==> config.mk <==
export PLATFORM = sky130hd
export DESIGN_NAME = alu_seq_ctrl_flat
export DESIGN_NICKNAME = d
export VERILOG_FILES = /design/src/rtl/alu_seq_pkg.sv /design/src/rtl/alu_seq_ctrl_if.sv /design/src/rtl/alu_seq_bus_timer.sv /design/src/rtl/alu_seq_ctrl.sv /design/src/flat_wrapper.sv
export SDC_FILE = /design/constraint.sdc
export NUM_CORES = 1
export LEC_CHECK = 0
export CAP_MARGIN = 20
export CORE_ASPECT_RATIO = 0.75
export CORE_MARGIN = 8
export CORE_UTILIZATION = 42
export CTS_CLUSTER_SIZE = 30
export DETAILED_ROUTE_END_ITERATION = 8
export PLACE_DENSITY = 0.75
export SYNTH_ARGS = -nofsm -noshare
export SYNTH_HDL_FRONTEND = slang
export SYNTH_SLANG_ARGS = --single-unit
==> constraint.sdc <==
create_clock -name CLK -period 1.3 [get_ports CLK]
set_input_delay 0.13 -clock CLK [delete_from_list [all_inputs] [get_ports CLK]]
set_output_delay 0.13 -clock CLK [all_outputs]
set_load 0.005 [all_outputs]
==> src/rtl/alu_seq_pkg.sv <==
// Shared types and defaults for the H4 ALU sequencer.
package alu_seq_pkg;

    localparam int DEF_REP_W   = 4;
    localparam int DEF_BUS_TMO = 15;

    typedef enum logic [2:0] {
        S_IDLE  = 3'd0,
        S_ALU   = 3'd1,
        S_CAPT  = 3'd2,
        S_BREQ  = 3'd3,
        S_DRIVE = 3'd4,
        S_DONE  = 3'd5
    } state_t;

    // Latched copy of a decoder request; rep doubles as the live repeat counter.
    typedef struct packed {
        logic [3:0]           func;
        logic                 sa;
        logic                 sb;
        logic                 cin;
        logic [DEF_REP_W-1:0] rep;
        logic                 nobus;
    } req_t;

endpackage

==> src/rtl/alu_seq_ctrl_if.sv <==
// Decoder handshake and S-bus arbitration signals of the ALU sequencer.
// The master side is the environment (decoder plus bus arbiter); the
// slave side is the sequencer itself.
interface alu_seq_ctrl_if #(
    parameter int REP_W = alu_seq_pkg::DEF_REP_W
);
    logic             req_valid;
    logic             req_ready;
    logic [3:0]       req_func;
    logic             req_sa;
    logic             req_sb;
    logic             req_cin;
    logic [REP_W-1:0] req_rep;
    logic             req_nobus;
    logic             bus_req;
    logic             bus_gnt;

    modport master (
        output req_valid, req_func, req_sa, req_sb, req_cin, req_rep, req_nobus, bus_gnt,
        input  req_ready, bus_req
    );

    modport slave (
        input  req_valid, req_func, req_sa, req_sb, req_cin, req_rep, req_nobus, bus_gnt,
        output req_ready, bus_req
    );
endinterface

==> src/rtl/alu_seq_bus_timer.sv <==
// Grant-wait counter: counts enabled cycles and flags the last permitted one.
module alu_seq_bus_timer #(
    parameter int BUS_TMO = alu_seq_pkg::DEF_BUS_TMO
) (
    input  logic CLK,
    input  logic CLR,
    input  logic i_clr,
    input  logic i_en,
    output logic o_timeout
);
    localparam int CW = $clog2(BUS_TMO + 1);

    logic [CW-1:0] r_cnt;

    // Count waiting cycles; a sync clear restarts the wait window.
    always_ff @(posedge CLK) begin
        if (!CLR || i_clr) begin
            r_cnt <= '0;
        end else if (i_en) begin
            r_cnt <= r_cnt + CW'(1);
        end
    end

    // High in the BUS_TMO-th enabled cycle, i.e. the last one allowed to see a grant.
    assign o_timeout = i_en && (r_cnt == CW'(BUS_TMO - 1));

endmodule

==> src/rtl/alu_seq_ctrl.sv <==
// H4 ALU sequencer: accepts one operation, steps the H4 control lines for
// rep+1 cycles, captures carry/overflow, then optionally arbitrates for
// the S-bus and pulses ALS_H4 for a single cycle.
module alu_seq_ctrl
    import alu_seq_pkg::*;
#(
    parameter int REP_W   = DEF_REP_W,
    parameter int BUS_TMO = DEF_BUS_TMO
) (
    input  logic           CLK,
    input  logic           CLR,
    alu_seq_ctrl_if.slave  bus,
    output logic           x,
    output logic           y,
    output logic           z,
    output logic           v,
    output logic           Sa,
    output logic           Sb,
    output logic           u,
    output logic           ALS_H4,
    input  logic           carry,
    input  logic           overflow,
    output logic           busy,
    output logic           done,
    output logic           flag_c,
    output logic           flag_v,
    output logic           err
);

    // The request struct carries the repeat counter at the package width.
    if (REP_W != DEF_REP_W) begin : g_rep_w_chk
        $error("alu_seq_ctrl: REP_W must equal DEF_REP_W");
    end

    state_t r_state;
    state_t w_state_next;
    req_t   r_req;
    req_t   w_req_in;
    logic   r_first;
    logic   r_flag_c;
    logic   r_flag_v;
    logic   r_err;
    logic   w_accept;
    logic   w_tmo;
    logic   w_in_breq;

    assign w_accept  = bus.req_valid && bus.req_ready;
    assign w_in_breq = (r_state == S_BREQ);

    alu_seq_bus_timer #(
        .BUS_TMO (BUS_TMO)
    ) u_bus_timer (
        .CLK       (CLK),
        .CLR       (CLR),
        .i_clr     (!w_in_breq),
        .i_en      (w_in_breq),
        .o_timeout (w_tmo)
    );

    // Pack the incoming request fields for the latch.
    always_comb begin
        w_req_in = '{
            func:  bus.req_func,
            sa:    bus.req_sa,
            sb:    bus.req_sb,
            cin:   bus.req_cin,
            rep:   bus.req_rep,
            nobus: bus.req_nobus
        };
    end

    // State register.
    always_ff @(posedge CLK) begin
        if (!CLR) begin
            r_state <= S_IDLE;
        end else begin
            r_state <= w_state_next;
        end
    end

    // Next-state logic; a grant in the final wait cycle still wins over timeout.
    always_comb begin
        w_state_next = r_state;
        unique case (r_state)
            S_IDLE:  if (w_accept) w_state_next = S_ALU;
            S_ALU:   if (r_req.rep == '0) w_state_next = S_CAPT;
            S_CAPT:  w_state_next = r_req.nobus ? S_DONE : S_BREQ;
            S_BREQ: begin
                if (bus.bus_gnt) begin
                    w_state_next = S_DRIVE;
                end else if (w_tmo) begin
                    w_state_next = S_DONE;
                end
            end
            S_DRIVE: w_state_next = S_DONE;
            S_DONE:  w_state_next = S_IDLE;
            default: w_state_next = S_IDLE;
        endcase
    end

    // Outputs decoded from state and latched request only.
    always_comb begin
        {x, y, z, v}  = 4'b0000;
        Sa            = 1'b0;
        Sb            = 1'b0;
        u             = 1'b0;
        ALS_H4        = 1'b0;
        bus.bus_req   = 1'b0;
        bus.req_ready = 1'b0;
        done          = 1'b0;
        busy          = (r_state != S_IDLE);
        unique case (r_state)
            S_IDLE:  bus.req_ready = CLR;
            S_ALU: begin
                {x, y, z, v} = r_req.func;
                // After the first cycle the A selector feeds back the previous result.
                Sa           = r_first ? r_req.sa : 1'b1;
                Sb           = r_req.sb;
                u            = r_first & r_req.cin;
            end
            S_BREQ:  bus.bus_req = 1'b1;
            S_DRIVE: begin
                ALS_H4      = 1'b1;
                bus.bus_req = 1'b1;
            end
            S_DONE:  done = 1'b1;
            default: ;
        endcase
    end

    // Request latch, repeat counter and status flags.
    always_ff @(posedge CLK) begin
        if (!CLR) begin
            r_req    <= '0;
            r_first  <= 1'b0;
            r_flag_c <= 1'b0;
            r_flag_v <= 1'b0;
            r_err    <= 1'b0;
        end else begin
            unique case (r_state)
                S_IDLE: begin
                    if (w_accept) begin
                        r_req    <= w_req_in;
                        r_first  <= 1'b1;
                        r_flag_c <= 1'b0;
                        r_flag_v <= 1'b0;
                        r_err    <= 1'b0;
                    end
                end
                S_ALU: begin
                    r_first <= 1'b0;
                    if (r_req.rep != '0) begin
                        r_req.rep <= r_req.rep - 1'b1;
                    end
                end
                S_CAPT: begin
                    r_flag_c <= carry;
                    r_flag_v <= overflow;
                end
                S_BREQ: begin
                    if (!bus.bus_gnt && w_tmo) begin
                        r_err <= 1'b1;
                    end
                end
                default: ;
            endcase
        end
    end

    assign flag_c = r_flag_c;
    assign flag_v = r_flag_v;
    assign err    = r_err;

endmodule

==> src/flat_wrapper.sv <==
// flat-port wrapper written by rule: the top's interface ports become plain ports
module alu_seq_ctrl_flat import alu_seq_pkg::*;
#(
    parameter int REP_W   = DEF_REP_W,
    parameter int BUS_TMO = DEF_BUS_TMO
)
  (CLK, CLR, x, y, z, v, Sa, Sb, u, ALS_H4, carry, overflow, busy, done, flag_c, flag_v, err, bus_req_valid, bus_req_func, bus_req_sa, bus_req_sb, bus_req_cin, bus_req_rep, bus_req_nobus, bus_bus_gnt, bus_req_ready, bus_bus_req);
  alu_seq_ctrl_if #(.REP_W(REP_W)) bus_i ();
  input  logic CLK;
  input  logic CLR;
  output logic x;
  output logic y;
  output logic z;
  output logic v;
  output logic Sa;
  output logic Sb;
  output logic u;
  output logic ALS_H4;
  input  logic carry;
  input  logic overflow;
  output logic busy;
  output logic done;
  output logic flag_c;
  output logic flag_v;
  output logic err;
  input wire logic [$bits(bus_i.req_valid)-1:0] bus_req_valid;
  input wire logic [$bits(bus_i.req_func)-1:0] bus_req_func;
  input wire logic [$bits(bus_i.req_sa)-1:0] bus_req_sa;
  input wire logic [$bits(bus_i.req_sb)-1:0] bus_req_sb;
  input wire logic [$bits(bus_i.req_cin)-1:0] bus_req_cin;
  input wire logic [$bits(bus_i.req_rep)-1:0] bus_req_rep;
  input wire logic [$bits(bus_i.req_nobus)-1:0] bus_req_nobus;
  input wire logic [$bits(bus_i.bus_gnt)-1:0] bus_bus_gnt;
  output wire logic [$bits(bus_i.req_ready)-1:0] bus_req_ready;
  output wire logic [$bits(bus_i.bus_req)-1:0] bus_bus_req;
  assign bus_i.req_valid = bus_req_valid;
  assign bus_i.req_func = bus_req_func;
  assign bus_i.req_sa = bus_req_sa;
  assign bus_i.req_sb = bus_req_sb;
  assign bus_i.req_cin = bus_req_cin;
  assign bus_i.req_rep = bus_req_rep;
  assign bus_i.req_nobus = bus_req_nobus;
  assign bus_i.bus_gnt = bus_bus_gnt;
  assign bus_req_ready = bus_i.req_ready;
  assign bus_bus_req = bus_i.bus_req;
  alu_seq_ctrl #(.REP_W(REP_W), .BUS_TMO(BUS_TMO)) u_core (.CLK(CLK), .CLR(CLR), .bus(bus_i), .x(x), .y(y), .z(z), .v(v), .Sa(Sa), .Sb(Sb), .u(u), .ALS_H4(ALS_H4), .carry(carry), .overflow(overflow), .busy(busy), .done(done), .flag_c(flag_c), .flag_v(flag_v), .err(err));
endmodule
==> results.sh <==
export IMPL_synth_edf_count=0
export IMPL_synth_ff_latch_count=23
export IMPL_grt_util_all_layers=0.163
export IMPL_cp_slowest_cell="dfxtp_2"
export IMPL_powerDensity_mw_per_mm2=1310
export IMPL_rows=16
export IMPL_synth_ff_type="dfxtp_1"
export IMPL_clock_latency_ps=320
export IMPL_dr_pass1_iters=4
export IMPL_start_kind="flip-flop"
export IMPL_grt_pass1_vias=1321
export IMPL_placed_cell_area_mm2=0.00169
export IMPL_slew_violations=0
export IMPL_synthAdderAreaFrac=0.0331
export IMPL_end_kind="flip-flop"
export IMPL_io_pins=33
export IMPL_clk_pin_slew_ps=140
export IMPL_clock_skew_ps=7.91
export IMPL_syn_area_per_cell_um2=8.46
export IMPL_antennaDiodeCount=0
export IMPL_regArea_um2=473
export IMPL_hold_class="in2reg"
export IMPL_grt_overflow=0
export IMPL_h_tree_depth=1
export IMPL_hold_violations=0
export IMPL_crit_chain="buf_4, or3b_4, buf_6, a21oi_4, buf_6, a211o_1, o221a_1"
export IMPL_cp_common_cell="buf_6"
export IMPL_ir_drop_mv=0.770
export IMPL_setup_ws_ps=-436
export IMPL_finalSetupViolations=31
export IMPL_dp_slack_ps=-301
export IMPL_fmax_mhz=576
export IMPL_setup_tns_ps=-7040
export IMPL_worstRegToRegCells=7
export IMPL_n_fill_cell=167
export IMPL_fin_nets=230
export IMPL_multiInputGateArea_um2=691
export IMPL_violations="negative setup slack"
export IMPL_die_h_um=61.0
export IMPL_p_total_uw=2580
export IMPL_die_x_um=76.0
export IMPL_portBuffers=32
export IMPL_clock_path_buffers=2
export IMPL_synth_async_reset_ratio=0
export IMPL_fin_hold_ws_ps=364
export IMPL_area_delta_synth_final_pct=73.8
export IMPL_initial_core_util=0.439
export IMPL_fin_crit_ps=1740
export IMPL_synth_compound_area_frac=0.180
export IMPL_rsz0062_at_grt="yes"
export IMPL_root_buffer="clkbuf_4"
export IMPL_drt_vias_per_instance=5.25
export IMPL_synth_top_family_by_area="simple AND/OR/NAND/NOR gates"
export IMPL_route_detailed_drc=0
export IMPL_synth_cell_types=42
export IMPL_antenna_left=0
export IMPL_vias=1281
export IMPL_drive_gt1_frac=0.413
export IMPL_grt_max_degree=21
export IMPL_dieArea_mm2=0.00463
export IMPL_syn_num_nets=155
export IMPL_cp_arrival_ps=2000
export IMPL_design_area_mm2=0.00197
export IMPL_cts_tree="built"
export IMPL_antenna_found_initial=0
export IMPL_required_ps=1560
export IMPL_cpPeakStageDelay_ps=390
export IMPL_drtIter0Drc=47
export IMPL_drt_wl_total_um=4100
export IMPL_synth_cells=134
export IMPL_wl_per_cell_um=16.8
export IMPL_hold_depth=3
export IMPL_dp_final_hpwl_um=2380
export IMPL_worstSetupPathType="reg2reg"
export IMPL_cts_buffers=3
export IMPL_yosys_area_share_simple=0.297
export IMPL_worstPathMaxFanout=4
export IMPL_cts_sinks=23
export IMPL_muxShareOfSynthArea=0.00993
export IMPL_p_leak_uw=0.000887
export IMPL_gp_congestion=0.805
export IMPL_status="complete, but fails checks"
export IMPL_cts_hold_buffers=0
export IMPL_grt_pass1_wl_um=6200
export IMPL_synth_xor_area_frac=0.0232
export IMPL_core_mm2=0.00258
export IMPL_tightest_slew_ps=352
export IMPL_maxCapViolCount=0
export IMPL_synth_area_mm2=0.00113
export IMPL_relSlewSlack=0.765
export IMPL_fin_crit_sh=1.34
export IMPL_ys_warn_count=0
export IMPL_yosysSeqAreaShare=0.406
==> logic make-up (layout without fill, tap and decap cells) <==
logic type	Yosys count	in the layout
AOI/OAI and AO/OA	29	29
xor gates and xnor gates	3	3
adders and majority gates	3	3
buffers and inverters	13	86
DFF	23	23
muxes	1	1
and+or+nand+nor	62	63
==> what timing repair did <==
item,4_1_cts,5_1_grt
gates resized for setup,60,32
hold endpoints to repair,0,0
endpoints found under the setup margin,34,32
pin swaps,14,6
setup buffers,13,5
cloned,2,0
==> where the power goes <==
group	total, uW	switching [uW]	internal (uW)
clock network	346	231	115
registers	899	85.5	813
logic	1330	578	754
==> cells in the mapped netlist, types with 2 or more instances <==
cell | count | area [um^2]
and2_1 | 8 | 50.1
and3b_1 | 2 | 17.5
buf_2 | 4 | 20.0
clkbuf_1 | 3 | 11.3
dfxtp_1 | 23 | 460
ha_1 | 3 | 37.5
inv_1 | 4 | 15.0
nand2_1 | 22 | 82.6
nand2b_1 | 2 | 12.5
nand3_1 | 2 | 10.0
nor2_1 | 6 | 22.5
nor3_1 | 7 | 35.0
nor3b_1 | 4 | 30.0
o21ai_0 | 14 | 70.1
o221a_1 | 2 | 22.5
xor2_1 | 2 | 17.5
==> area by class of cell <==
class                           instances  share of cell area
Clock inverter                          1             0.00254
Multi-Input combinational cell         99               0.350
Sequential cell                        23               0.240
Tap cell                               36              0.0229
Inverter                                5             0.00952
Clock buffer                            3              0.0114
Timing Repair Buffer                   77               0.363
==> cell usage in the layout (no fill, tap or decap), drive strengths merged, types with 2 or more instances in the layout <==
cell	count
buf	55
and3b	2
o221a	2
or3b	2
xor2	2
o21ai	14
nand3	2
dlygate4sd2	4
and2	8
nor3b	5
clkdlybuf4s50	17
ha	3
dfxtp	23
a21oi	2
nand2b	2
nand2	22
inv	5
nor3	7
nor2	8
clkbuf	3
==> sequential cells by signal, summed over array words and instances (netlist names) <==
| signal | cells |
|---|---|
| u_core.err | 1 |
| u_core.r_first | 1 |
| u_core.flag_v | 1 |
| u_core.r_state | 3 |
| u_core.flag_c | 1 |
| u_core.r_req | 12 |
| u_core.u_bus_timer.r_cnt | 4 |
==> critical path, delay by kind of cell (launching register included) <==
family	cells	cell delay (ps)
and+or+nand+nor	1	390
DFF	1	390
AOI/OAI and AO/OA	3	510
buffers and inverters	3	390
==> through the flow <==
stage | utilization | instances
2_1_floorplan | - | 134
6_report | 0.763 | 244
3_3_place_gp | 0.653 | 223
4_1_cts | 0.728 | 242
3_5_place_dp | 0.653 | 223
5_1_grt | 0.763 | 244
==> metal layers <==
layer / vias to the layer above / wire (um) / GRT usage
met4: 0 / 89 / 0.0611
met1: 604 / 1770 / 0.188
met2: 49 / 2060 / 0.300
met5: - / 0 / 0
li1: 620 / - / -
met3: 8 / 183 / 0.0311
==> final timing paths <==
check,slack (ps),from,to
min,360,bus_req_func[0],u_core.r_req[8]$_SDFFE_PN0P_
max,-440,u_core.r_state[0]$_SDFFE_PN0P_,u_core.r_state[0]$_SDFFE_PN0P_
max reg2reg,-440,u_core.r_state[0]$_SDFFE_PN0P_,u_core.r_state[0]$_SDFFE_PN0P_
min reg2reg,480,u_core.r_req[5]$_SDFFE_PN0P_,u_core.r_req[5]$_SDFFE_PN0P_
No activity file was read; power rests on OpenSTA's default activity.
